==> config.mk <==
export PLATFORM = sky130hd
export DESIGN_NAME = led_mode_sequencer
export DESIGN_NICKNAME = d
export VERILOG_FILES = /design/src/rtl/led_mode_sequencer.sv
export SDC_FILE = /design/constraint.sdc
export NUM_CORES = 1
export LEC_CHECK = 0
export ABC_AREA = 1
export CORE_MARGIN = 8
export CORE_UTILIZATION = 40
export CTS_CLUSTER_DIAMETER = 30
export DETAILED_ROUTE_END_ITERATION = 10
export GPL_TIMING_DRIVEN = 0
export PLACE_DENSITY = 0.62
export SLEW_MARGIN = 20
export SYNTH_ARGS = -nofsm -noshare
export SYNTH_HDL_FRONTEND = slang
export SYNTH_SLANG_ARGS = --single-unit
==> constraint.sdc <==
create_clock -name clk -period 2.2 [get_ports clk]
set_clock_uncertainty 0.2 [all_clocks]
set_input_delay 0.33 -clock clk [delete_from_list [all_inputs] [get_ports clk]]
set_output_delay 0.33 -clock clk [all_outputs]
set_load 0.01 [all_outputs]
==> src/rtl/led_mode_sequencer.sv <==
// led_mode_sequencer: four-pattern active-low running light with push-button mode select.
// Define LED_SEQ_DEBOUNCE_EN to require DEBOUNCE_CYCLES stable samples before a button level is accepted.
module led_mode_sequencer #(
  parameter int TICK_CYCLES     = 50_000_000,
  parameter int DEBOUNCE_CYCLES = 1_000_000
) (
  input  logic       clk,
  input  logic       reset,
  input  logic       btn_mode,
  input  logic       pause,
  output logic [3:0] led,
  output logic [1:0] mode,
  output logic       step
);
  localparam int TW = $clog2(TICK_CYCLES);
  typedef enum logic [1:0] {RIGHT, LEFT, BOUNCE, BLINK} mode_t;
  mode_t         mode_q, mode_d;
  logic [TW-1:0] pre_q, pre_d;
  logic [1:0]    idx_q, idx_d, bnc_idx;
  logic          dir_q, dir_d, ph_q, ph_d, step_q, step_d;
  logic [3:0]    led_q, led_d;
  logic          s1_q, s2_q, prev_q, acc, press, wrap;
`ifdef LED_SEQ_DEBOUNCE_EN
  localparam int DW = $clog2(DEBOUNCE_CYCLES + 1);
  logic [DW-1:0] cnt_q, cnt_d;
  logic          acc_q, acc_d;
  logic          db_hit;
  assign db_hit = (s2_q != acc_q) && (cnt_q == DW'(DEBOUNCE_CYCLES - 1));
  always_comb begin
    acc_d = db_hit ? s2_q : acc_q;
    cnt_d = (s2_q == acc_q || db_hit) ? '0 : cnt_q + 1'b1;
  end
  always_ff @(posedge clk or posedge reset)
    if (reset) begin
      cnt_q <= '0;
      acc_q <= 1'b0;
    end else begin
      cnt_q <= cnt_d;
      acc_q <= acc_d;
    end
  assign acc = acc_q;
`else
  logic unused_db;
  assign unused_db = (DEBOUNCE_CYCLES != 0);
  assign acc = s2_q;
`endif
  assign press = acc & ~prev_q;
  assign wrap  = ~pause & (pre_q == TW'(TICK_CYCLES - 1));
  // bounce turns around at the ends without repeating the end index
  assign bnc_idx = dir_q ? ((idx_q == 2'd3) ? 2'd2 : idx_q + 2'd1)
                         : ((idx_q == 2'd0) ? 2'd1 : idx_q - 2'd1);
  always_comb begin
    mode_d = mode_q;
    pre_d  = pre_q;
    idx_d  = idx_q;
    dir_d  = dir_q;
    ph_d   = ph_q;
    step_d = 1'b0;
    if (press) begin
      mode_d = mode_t'(mode_q + 2'd1);
      pre_d  = '0;
      idx_d  = (mode_d == LEFT) ? 2'd3 : 2'd0;
      dir_d  = 1'b1;
      ph_d   = 1'b1;
    end else if (wrap) begin
      pre_d  = '0;
      step_d = 1'b1;
      idx_d  = (mode_q == RIGHT) ? idx_q + 2'd1 :
               (mode_q == LEFT) ? idx_q - 2'd1 :
               (mode_q == BOUNCE) ? bnc_idx : idx_q;
      dir_d  = (mode_q == BOUNCE) ? (dir_q ? (idx_q != 2'd3) : (idx_q == 2'd0)) : dir_q;
      ph_d   = (mode_q == BLINK) ? ~ph_q : ph_q;
    end else if (!pause) begin
      pre_d = pre_q + 1'b1;
    end
    led_d = (mode_d == BLINK) ? {4{~ph_d}} : ~(4'b0001 << idx_d);
  end
  always_ff @(posedge clk or posedge reset)
    if (reset) begin
      mode_q <= RIGHT;
      pre_q  <= '0;
      idx_q  <= 2'd0;
      dir_q  <= 1'b1;
      ph_q   <= 1'b1;
      step_q <= 1'b0;
      led_q  <= 4'b1110;
      s1_q   <= 1'b0;
      s2_q   <= 1'b0;
      prev_q <= 1'b0;
    end else begin
      mode_q <= mode_d;
      pre_q  <= pre_d;
      idx_q  <= idx_d;
      dir_q  <= dir_d;
      ph_q   <= ph_d;
      step_q <= step_d;
      led_q  <= led_d;
      s1_q   <= btn_mode;
      s2_q   <= s1_q;
      prev_q <= acc;
    end
  assign led  = led_q;
  assign mode = mode_q;
  assign step = step_q;
endmodule

# --- Yosys cells after proc, flatten, opt, wreduce, memory -nomap -nowiden ---
# Index checks and enable logic that the tools add are counted.
op_classes:
  add_sub_neg: 4
  n_eq_ne: 9
  shifts: 1
  mux: 23
  n_bitwise: 7
  n_reduce_logical: 5
op_table:
  columns: ["cell", "count"]
  rows:
  - ["26-bit two-way mux", 3]
  - ["26-bit by 1-bit adder with 26-bit output, second input constant", 1]
  - ["26-bit equality test, second input constant", 1]
  - ["2-bit two-way mux", 10]
  - ["1-bit two-way mux", 9]
  - ["2-bit equality test, second input constant", 4]
  - ["2-bit by 1-bit adder with 2-bit output, second input constant", 2]
  - ["2-bit by 1-bit equality test with 1-bit output, second input constant", 2]
  - ["2-bit logical NOT", 2]
  - ["4-bit two-way mux", 1]
  - ["1-bit inverter", 4]
  - ["4-bit inverter", 1]
  - ["2-bit nonzero test", 2]
  - ["1-bit by 2-bit << shifter with 4-bit output, first input constant", 1]
  - ["3-bit by 1-bit != test with 1-bit output, second input constant", 1]
  - ["1-bit AND", 2]
  - ["2-bit != test, second input constant", 1]
  - ["2-bit AND reduction", 1]
  - ["2-bit by 1-bit subtractor with 2-bit output, second input constant", 1]
word_totals:
  register_bits: 40
  output_inout_bits: 7

# --- Longest topological paths before layout ---
# Gate-level depths: netlist of the first run.
logic_depth:
  ltp_word: 11
  depth_mapped: 13
  ltp_nobuf: 13

# --- Worst setup path before layout of the first run ---
# No wires, ideal clock.
synth_timing:
  kind: "register to register"
  start: "reg pre_q[0]"
  end: "reg led_q[0] (netlist: led[0])"
  setup_ns: 0.119
  arrival_time_ns: 1.427
  t_required_ns: 1.881
  setup_slack_ns: 0.455
  path_stages_with_launch: 13
  period_less_slack_ns: 1.745
  path_cell_list: "dfrtp_1 > ha_1 > nand2_1 > nor2_4 > nand2_2 > nor2_2 > nand2_4 > nand3_2 > nand2_1 > nor2_2 > nand2_1 > nand2_1 > nand2_1"
synth_between:
  elab_chain_len: 7
  word_cells_on_any_way: 10
  classes_between: "eq/ne (1); shift (1); mux (5); bitwise (3)"
synth_lines:
  columns: ["item", "line", "source"]
  rows:
  - ["start, declared", "18", "logic [TW-1:0] pre_q, pre_d;"]
  - ["start signal, assigned", "92", "pre_q <= pre_d;"]
  - ["26-bit equality test (*)", "48", "assign wrap = ~pause & (pre_q == TW'(TICK_CYCLES - 1));"]
  - ["1-bit AND (*)", "48", null]
  - ["2-bit two-way mux", "65", "end else if (wrap) begin"]
  - ["2-bit two-way mux", "59", "if (press) begin"]
  - ["1-bit by 2-bit << shifter with 4-bit output", "76", "led_d = (mode_d == BLINK) ? {4{~ph_d}} : ~(4'b0001 << idx_d);"]
  - ["4-bit inverter", "76", null]
  - ["4-bit two-way mux (*)", "76", null]
  - ["net led_d[0]", "21", "logic [3:0] led_q, led_d;"]
  - ["end signal, assigned", "97", "led_q <= led_d;"]
  - ["end, declared", "21", null]
# The timed path passes the listed nets; every way through them passes the cells marked *.
# A chain may end at the register's enable or synchronous reset.

# --- Worst setup path in the final report of the first run ---
layout_timing:
  start: "reg pre_q[0]"
  end: "reg pre_q[24]"
layout_between:
  elab_chain_len: 4
  word_cells_on_any_way: 7
  classes_between: "add/sub (1); eq/ne (2); mux (3); bitwise (1)"
layout_lines:
  columns: ["item", "line"]
  rows:
  - ["26-bit by 1-bit adder with 26-bit output or 26-bit equality test (tied branches)", "74, 48"]
  - ["26-bit two-way mux or 1-bit AND (tied branches)", "73, 48"]
  - ["26-bit two-way mux", "65"]
  - ["26-bit two-way mux", "59"]
# Several ways; a longest one is shown, not always the timed one. The select of a mux whose other input is x is not followed.

==> results of run 1 <==
-- power by group through the flow --
stage / sequential [W] / clock, W / combinational, W
4_1_cts: 0.000903 / 0.000524 / 0.000682
3_5_place_dp: 0.000917 / 0 / 0.000678
3_3_place_gp: 0.000911 / 0 / 0.000660
6_report: 0.000901 / 0.000498 / 0.000669
2_1_floorplan: 0.000930 / 0 / 0.000434
5_1_grt: 0.000912 / 0.000548 / 0.000771
-- layout make-up --
type	instances	area (um2)	area share
plain buffers	4	35.03	0.01262
repair buffers	11	127.6	0.04597
flip-flops and latches	40	1007	0.3628
well taps	75	93.84	0.03380
multi-input cells	225	1260	0.4538
inverters	42	162.7	0.05859
clock inverters	3	21.27	0.007661
clock buffers	5	68.82	0.02479
-- flip-flops by register name, summed over array words and instances (netlist names) --
| name | count |
|---|---|
| mode | 2 |
| led | 4 |
| acc | 1 |
| s1_q | 1 |
| idx_q | 2 |
| prev_q | 1 |
| step | 1 |
| pre_q | 26 |
| ph_q | 1 |
| dir_q | 1 |
-- worst register-to-register path, stage by stage (launching register included) --
cell and delay, ns:
sky130_fd_sc_hd__dfrtp_1 0.40, sky130_fd_sc_hd__ha_1 0.21, sky130_fd_sc_hd__nand3_1 0.16, sky130_fd_sc_hd__nor3_2 0.22
sky130_fd_sc_hd__nand4_1 0.23, sky130_fd_sc_hd__nor2_1 0.20, sky130_fd_sc_hd__nand2_1 0.09, sky130_fd_sc_hd__xor2_1 0.17
sky130_fd_sc_hd__nor2_2 0.04
-- cells in the mapped netlist, types with 2 or more instances --
cell                       instances  area share
sky130_fd_sc_hd__a21oi_1          15       0.031
sky130_fd_sc_hd__buf_6             2      0.0092
sky130_fd_sc_hd__dfrtp_1          35        0.36
sky130_fd_sc_hd__dfstp_2           5       0.053
sky130_fd_sc_hd__ha_1              8       0.041
sky130_fd_sc_hd__inv_1            36       0.055
sky130_fd_sc_hd__inv_2             5      0.0076
sky130_fd_sc_hd__nand2_1          72        0.11
sky130_fd_sc_hd__nand2_2           9       0.023
sky130_fd_sc_hd__nand3_1          17       0.035
sky130_fd_sc_hd__nand3_2           4       0.016
sky130_fd_sc_hd__nand3b_1          2      0.0061
sky130_fd_sc_hd__nand4_1           4       0.010
sky130_fd_sc_hd__nand4_2           2       0.010
sky130_fd_sc_hd__nor2_1           34       0.052
sky130_fd_sc_hd__nor2_2            6       0.015
sky130_fd_sc_hd__nor2_4            5       0.023
sky130_fd_sc_hd__nor2_8            2       0.016
sky130_fd_sc_hd__nor3_1           10       0.020
sky130_fd_sc_hd__nor3_2            3       0.012
sky130_fd_sc_hd__o21a_1            2      0.0061
sky130_fd_sc_hd__o21ai_0          13       0.026
sky130_fd_sc_hd__o21ai_1           3      0.0061
sky130_fd_sc_hd__xor2_1            6       0.021
-- metrics by stage --
step,setup WS [ns],cell area (um2),power (W),util
3_5_place_dp,-0.03948,2681,0.001595,0.4529
5_1_grt,0.01578,2776,0.002231,0.4689
6_report,0.1840,2776,0.002068,0.4689
2_1_floorplan,0.4546,2460,0.001364,-
3_3_place_gp,-0.1330,2654,0.001571,0.4482
4_1_cts,0.1982,2771,0.002109,0.4681
-- path summary, 6_finish.rpt --
check	start	end	slack, ns	cells past startpoint
worst max register to register	pre_q[0]	pre_q[24]	0.18	8
worst min register to register	s1_q	acc	0.16	0
worst max-delay path	pre_q[0]	pre_q[24]	0.18	8
min in group clk	s1_q	acc	0.16	0
worst min-delay path	reset	mode[1]	0.14	2
max in group asynchronous	reset	led[2]	1.13	3
-- cell families (layout without fill, tap and decap cells) --
family          count (synthesis)  in the layout  synth area share
flops                          40             40            0.4095
simple gates                  174            174            0.3662
compound gates                 36             36           0.07833
buf+inv                        46             65           0.08037
fa+ha+maj                       8              8           0.04069
xor+xnor                        7              7           0.02492
-- per-layer routing --
| layer | vias up | part of all wire |
|---|---|---|
| li1 | 1025 | - |
| met1 | 912 | 0.50 |
| met2 | 24 | 0.45 |
| met3 | 9 | 0.032 |
| met4 | 0 | 0.019 |
| met5 | - | 0 |
-- timing repair --
item                                    4_1_cts  5_1_grt
endpoints found under the setup margin        0        1
hold buffers                                  0        0
resized for setup                             0        1
==> run summary, run 1 <==
The flow ran to the end, but the final reports show violations. The checks that failed: DRC. Final hold analysis gives a worst-case slack of 0.1426 ns. For this design the top-level I/O count stands at 11. The tools report the headroom to the max-slew limit as 0.7204. The vias per cell is 4.864. The logs give 0 for the count of final setup violators and 2 for the maximum buffer depth of the clock tree. CTS placed an instance of sky130_fd_sc_hd__clkbuf_8 at the clock tree root.

The startpoint class of the critical path was a register. The type of element capturing the critical path was a register. The ratio of cells with drive above 1 in the final layout was 0.1788. IR analysis of the VDD net gives a maximum drop of 0.3962 mV. The path class of the tightest hold or removal check is primary input to asynchronous set/reset pin. For the sequential cell fraction of total power, the log shows 0.436. Data arrives at the worst endpoint at 2.01 ns. The sequential area share after synthesis is 0.4095.

The routing usage on met3 was 0.02381; the sum of buffers and inverters on the critical path was 0. The mean routed wirelength per cell is 12.22 um, and the final-report max-slew violation count is 0. Number of antenna violations at the first check in global routing: 0. The main flop type after synthesis is sky130_fd_sc_hd__dfrtp_1.

The number of placed instances, taps included, is 397. In this run, synthesis produced a sequential element count of 40. The switching share of power was 0.3502; the shortest clock period the worst path allows after layout was 2.016 ns. The die width is 94.42 um. Summed over all nets, the switching power comes to 0.0007241 W.

In the final timing run, aggregate negative setup slack is 0 ns. The congestion estimate from routability-driven global placement came to 0.8490. The signal on the critical path passes through ha_1 -> nand3_1 -> nor3_2 -> nand4_1 -> nor2_1 -> nand2_1 -> xor2_1 -> nor2_2. TritonCTS built the clock tree.

Counting every instance in the synthesized netlist gives 311. The number of detailed-routing iterations run before antenna repair was 7; the number of violations of the max-capacitance limit was 0. The area overhead of the layout relative to synthesis works out to 12.87%. The leading cell type in the layout, fill and taps excluded is sky130_fd_sc_hd__nand2_1. The slew at the pin closest to its max-slew limit works out to 0.4188 ns. Synthesis produced a netlist with a net count of 323. The total routing resource utilization after global routing was 0.1221; the average instance area after synthesis was 7.910 um2. In this run the cell area of the synthesized design comes to 0.002460 mm2. The number of synthesized flops with an enable pin was 0; the power density normalized to cell area was 744.9 mW/mm2.

The number of placement rows is 28, and the Yosys warning count is 0. In this run the post-CTS setup repair buffer count came out at 0. The starting density of the core was 0.4155; the clock latency on the worst-skew pair was 0.30 ns. The logs give 563 for the final-layout fill cell count and 82 for the first-iteration detailed-routing DRC count. The startpoint-to-endpoint class of the critical path is register to register.

The final instance count without filler cells was 405. For this design the static power due to leakage is 1.287 nW. The repair_antennas step left the layout with diodes totalling 0. The run gives 1 as the number of DRC violations after detailed routing. The die covers 0.008915 mm2. Number of levels the H-tree was split into: 2. The number of buffers added on ports came out at 10. The half-perimeter wire length of the detailed placement result is 3.836 mm, and the required arrival time at the worst endpoint is 2.19 ns.

The top cell family by delay on the critical path was simple AND/OR/NAND/NOR gates. Along the worst path, the maximum fanout reaches 4. Setup repair after global routing left no endpoint under its margin. The clock drives 40 sinks.

The run gives 8.832 mm as the global-route wire length before repair. After clock tree synthesis, the clock-pin slew on the worst setup and hold paths is 0.08 ns. The slowest stage of the critical path belongs to the cell sky130_fd_sc_hd__dfrtp_1.

The logs give 0.324 for the combinational group share of total power and 1,905 for the via count of the first global-routing pass. After the last flow step, the layout net total stands at 341. The post-route clock period utilization is 0.9164, and the die height is 94.42 um. In the layout the commonest cells are 72 x sky130_fd_sc_hd__nand2_1, 35 x sky130_fd_sc_hd__inv_1, 35 x sky130_fd_sc_hd__dfrtp_1. The logs give 0.1871 for the global-route track usage on met2 and 1,970 for the via count. The total overflow left after global routing is 0. The floorplan step defined a core boundary enclosing 0.005921 mm2.

The number of nets still failing antenna checks after routing is 0, and the maximum cell stage delay along the critical path is 0.40 ns. The internal power component was 0.001344 W; the achievable frequency was 496.0 MHz. Counting the buffers created by CTS gives 5. The run gives 35 as the number of different library cells in the post-synthesis netlist. The share of synthesized flip-flops with an asynchronous set or reset was 1.000.

The run gives 4.951 mm as the detailed-route wire length. Clock group share of total power: 0.241. The global routing stage identified its most utilized layer as met2.

The run gives 0.1650 as the met1 track demand over resource in global routing. The final number of hold-violating endpoints was 0. The maximum number of pins on one net before global-route repair was 24.
Power figures use the tool's default switching activity.
==> run 2: changes to the inputs <==
clock period = 2.05 ns   (was 2.2 ns; I/O delays follow)
==> run summary, run 2 (same netlist as run 1, synthesis figures left out) <==
The flow ran to the end, and the final reports show no timing, DRC or antenna violations. Top-level port count: 11. Slew at the pin closest to its max-slew limit: 0.4207 ns. Number of antenna violations at the first check in global routing: 0. The run gives 2.00 ns as the worst path arrival time.

The number of placement rows is 28. For the number of buffers added by the clock tree synthesis step, the log shows 5. The total congestion overflow after global routing was 0; the total inserted antenna cells was 0. Startpoint class of the critical path: a register.

The logs give 0 for the final-report max-slew violation count and 3.836 mm for the half-perimeter wire length of the detailed placement result. Shortest clock period the worst path allows after layout: 2.005 ns. The critical path is of the register to register type. The headroom to the max-slew limit was 0.7191.

For the via count, the log shows 2,030. The post-route clock period utilization was 0.9781; the maximum buffer depth of the clock tree was 2. Mean routed wirelength per cell: 12.54 um. For this run, design rule violations remaining after detail routing come to 0.

The detail route stage leaves a number of antenna-violating nets equal to 0. In the routed layout, each cell is associated on average with a via count of 4.903. The logs give 8.832 mm for the global-route wire length before repair and 40 for the number of sinks handled by clock tree synthesis. Along the worst path, the maximum fanout reaches 3. More flip-flops sit in one register than any other, and that register is pre_q. The flip-flop count of the largest register after layout is 26, and the number of levels the H-tree was split into is 2.

The die is 94.42 um wide. The ratio of cells with drive above 1 in the final layout is 0.2419, and the achievable frequency is 498.7 MHz. For the leakage power, the log shows 1.372 nW.

For the maximum number of pins on one net before global-route repair, the log shows 24. The class of the most critical hold timing path was primary input to asynchronous set/reset pin. Leaving out fill and tap cells, the most frequent cell in the layout is sky130_fd_sc_hd__nand2_1.

Setup violations remaining at the end of the flow were counted as 0. The final number of hold-violating endpoints was 0; the number of buffers added on ports was 10. The last weighted congestion value of the routability-driven placer was 0.8490. The floorplan step defined a die boundary enclosing 0.008915 mm2. The detailed router finished its first iteration with 96 violations.

The run gives 1,905 as the via count of the first global-routing pass. The least setup slack across all paths after layout was 0.04497 ns; the core footprint was 0.005921 mm2. Summed over all layers, the routed wires come to 5.193 mm. Max-cap violations in this run came to 0. The number of hold buffers added after CTS was 0. Clock-pin slew was measured on the worst setup and hold paths at 0.08 ns. The clock reaches the later pin of the worst-skew pair after 0.30 ns. Summing all placed instances gives a cell area of 0.002681 mm2. The summed negative setup slack over all endpoints came out at 0 ns.

The die height works out to 94.42 um. The first detailed-routing pass ran for 4 iterations. The finished layout cell area is 0.002918 mm2. In the layout the commonest cells are 71 x sky130_fd_sc_hd__nand2_1, 33 x sky130_fd_sc_hd__dfrtp_1, 32 x sky130_fd_sc_hd__nor2_1. The tools report the fraction of the core area covered by cells at the end of the flow as 0.4928. The total routing resource utilization after global routing came out at 0.1221. VDD sags by at most 0.4374 mV. TritonCTS built the clock tree.

The post-layout net count is 350, and the worst setup slack before clock tree synthesis is -0.1670 ns. The library cell used as clock root buffer was sky130_fd_sc_hd__clkbuf_8. The power density normalized to cell area is 797.3 mW/mm2. The worst setup path is captured at a register.

The starting density of the core is 0.4155, and the area overhead of the layout relative to synthesis is 18.62%. Data on the critical path is required at its endpoint by 2.04 ns.
==> run 2: cell types whose count changed in the layout (fill, tap and decap cells not counted), sizes merged <==
cell | before | now
clkdlybuf4s50 | 10 | 9
buf | 5 | 14
dlymetal6s2s | 0 | 1
==> run 2: worst paths after layout <==
kind | endpoint | from | depth (start not counted) | slack [ns]
worst max-delay path | pre_q[16] | pre_q[1] | 8 | 0.04
worst min-delay path | mode[0] | reset | 2 | 0.12
worst max register to register | pre_q[16] | pre_q[1] | 8 | 0.04
worst min register to register | acc | s1_q | 0 | 0.16
max in group asynchronous | led[2] | reset | 3 | 1.01
min in group clk | acc | s1_q | 0 | 0.16
==> run 2: power by group <==
group / internal [W] / switching, W / leakage [nW]
sequential: 0.000899 / 0.0000811 / 0.521
combinational: 0.000363 / 0.000445 / 0.806
clock: 0.000241 / 0.000296 / 0.0445
total: 0.00150 / 0.000822 / 1.37
==> run 2: layer usage <==
layer / GRT usage / wire length (um) / up-vias
met5: 0 / 0 / -
met1: 0.1650 / 2544 / 944
met2: 0.1871 / 2373 / 31
met3: 0.02381 / 186 / 8
met4: 0.04756 / 88 / 0
li1: - / - / 1047
==> run 2: through the flow <==
step	hold slack (ns)	power (W)	instances
CTS	0.1264	0.002263	405
finish	0.1179	0.002326	414
floorplan	0.1312	0.001464	311
global placement	0.1326	0.001686	396
detailed placement	0.1426	0.001712	397
global route	0.1480	0.002501	414
==> run 2: worst max-delay path, stage by stage (launching register included) <==
cell and delay, ns:
sky130_fd_sc_hd__dfrtp_1 0.43, sky130_fd_sc_hd__ha_4 0.18, sky130_fd_sc_hd__nand3_2 0.14, sky130_fd_sc_hd__nor3_4 0.23, sky130_fd_sc_hd__nand4_1 0.23, sky130_fd_sc_hd__buf_4 0.22
sky130_fd_sc_hd__buf_4 0.12, sky130_fd_sc_hd__o21ai_1 0.11, sky130_fd_sc_hd__a21oi_1 0.05
==> run 2: final cells by class <==
| type | count | area, um2 |
|---|---|---|
| plain buffers | 4 | 35.03 |
| clock buffers | 5 | 68.82 |
| clock inverters | 3 | 21.27 |
| fillers | 546 | 3003 |
| inverters | 42 | 162.7 |
| multi-input cells | 225 | 1316 |
| flip-flops and latches | 40 | 1010 |
| well taps | 75 | 93.84 |
| repair buffers | 20 | 210.2 |
==> run 2: repair_timing <==
item | CTS | global route
gates resized for setup | 0 | 21
setup buffers | 0 | 9
setup endpoints to repair | 0 | 20
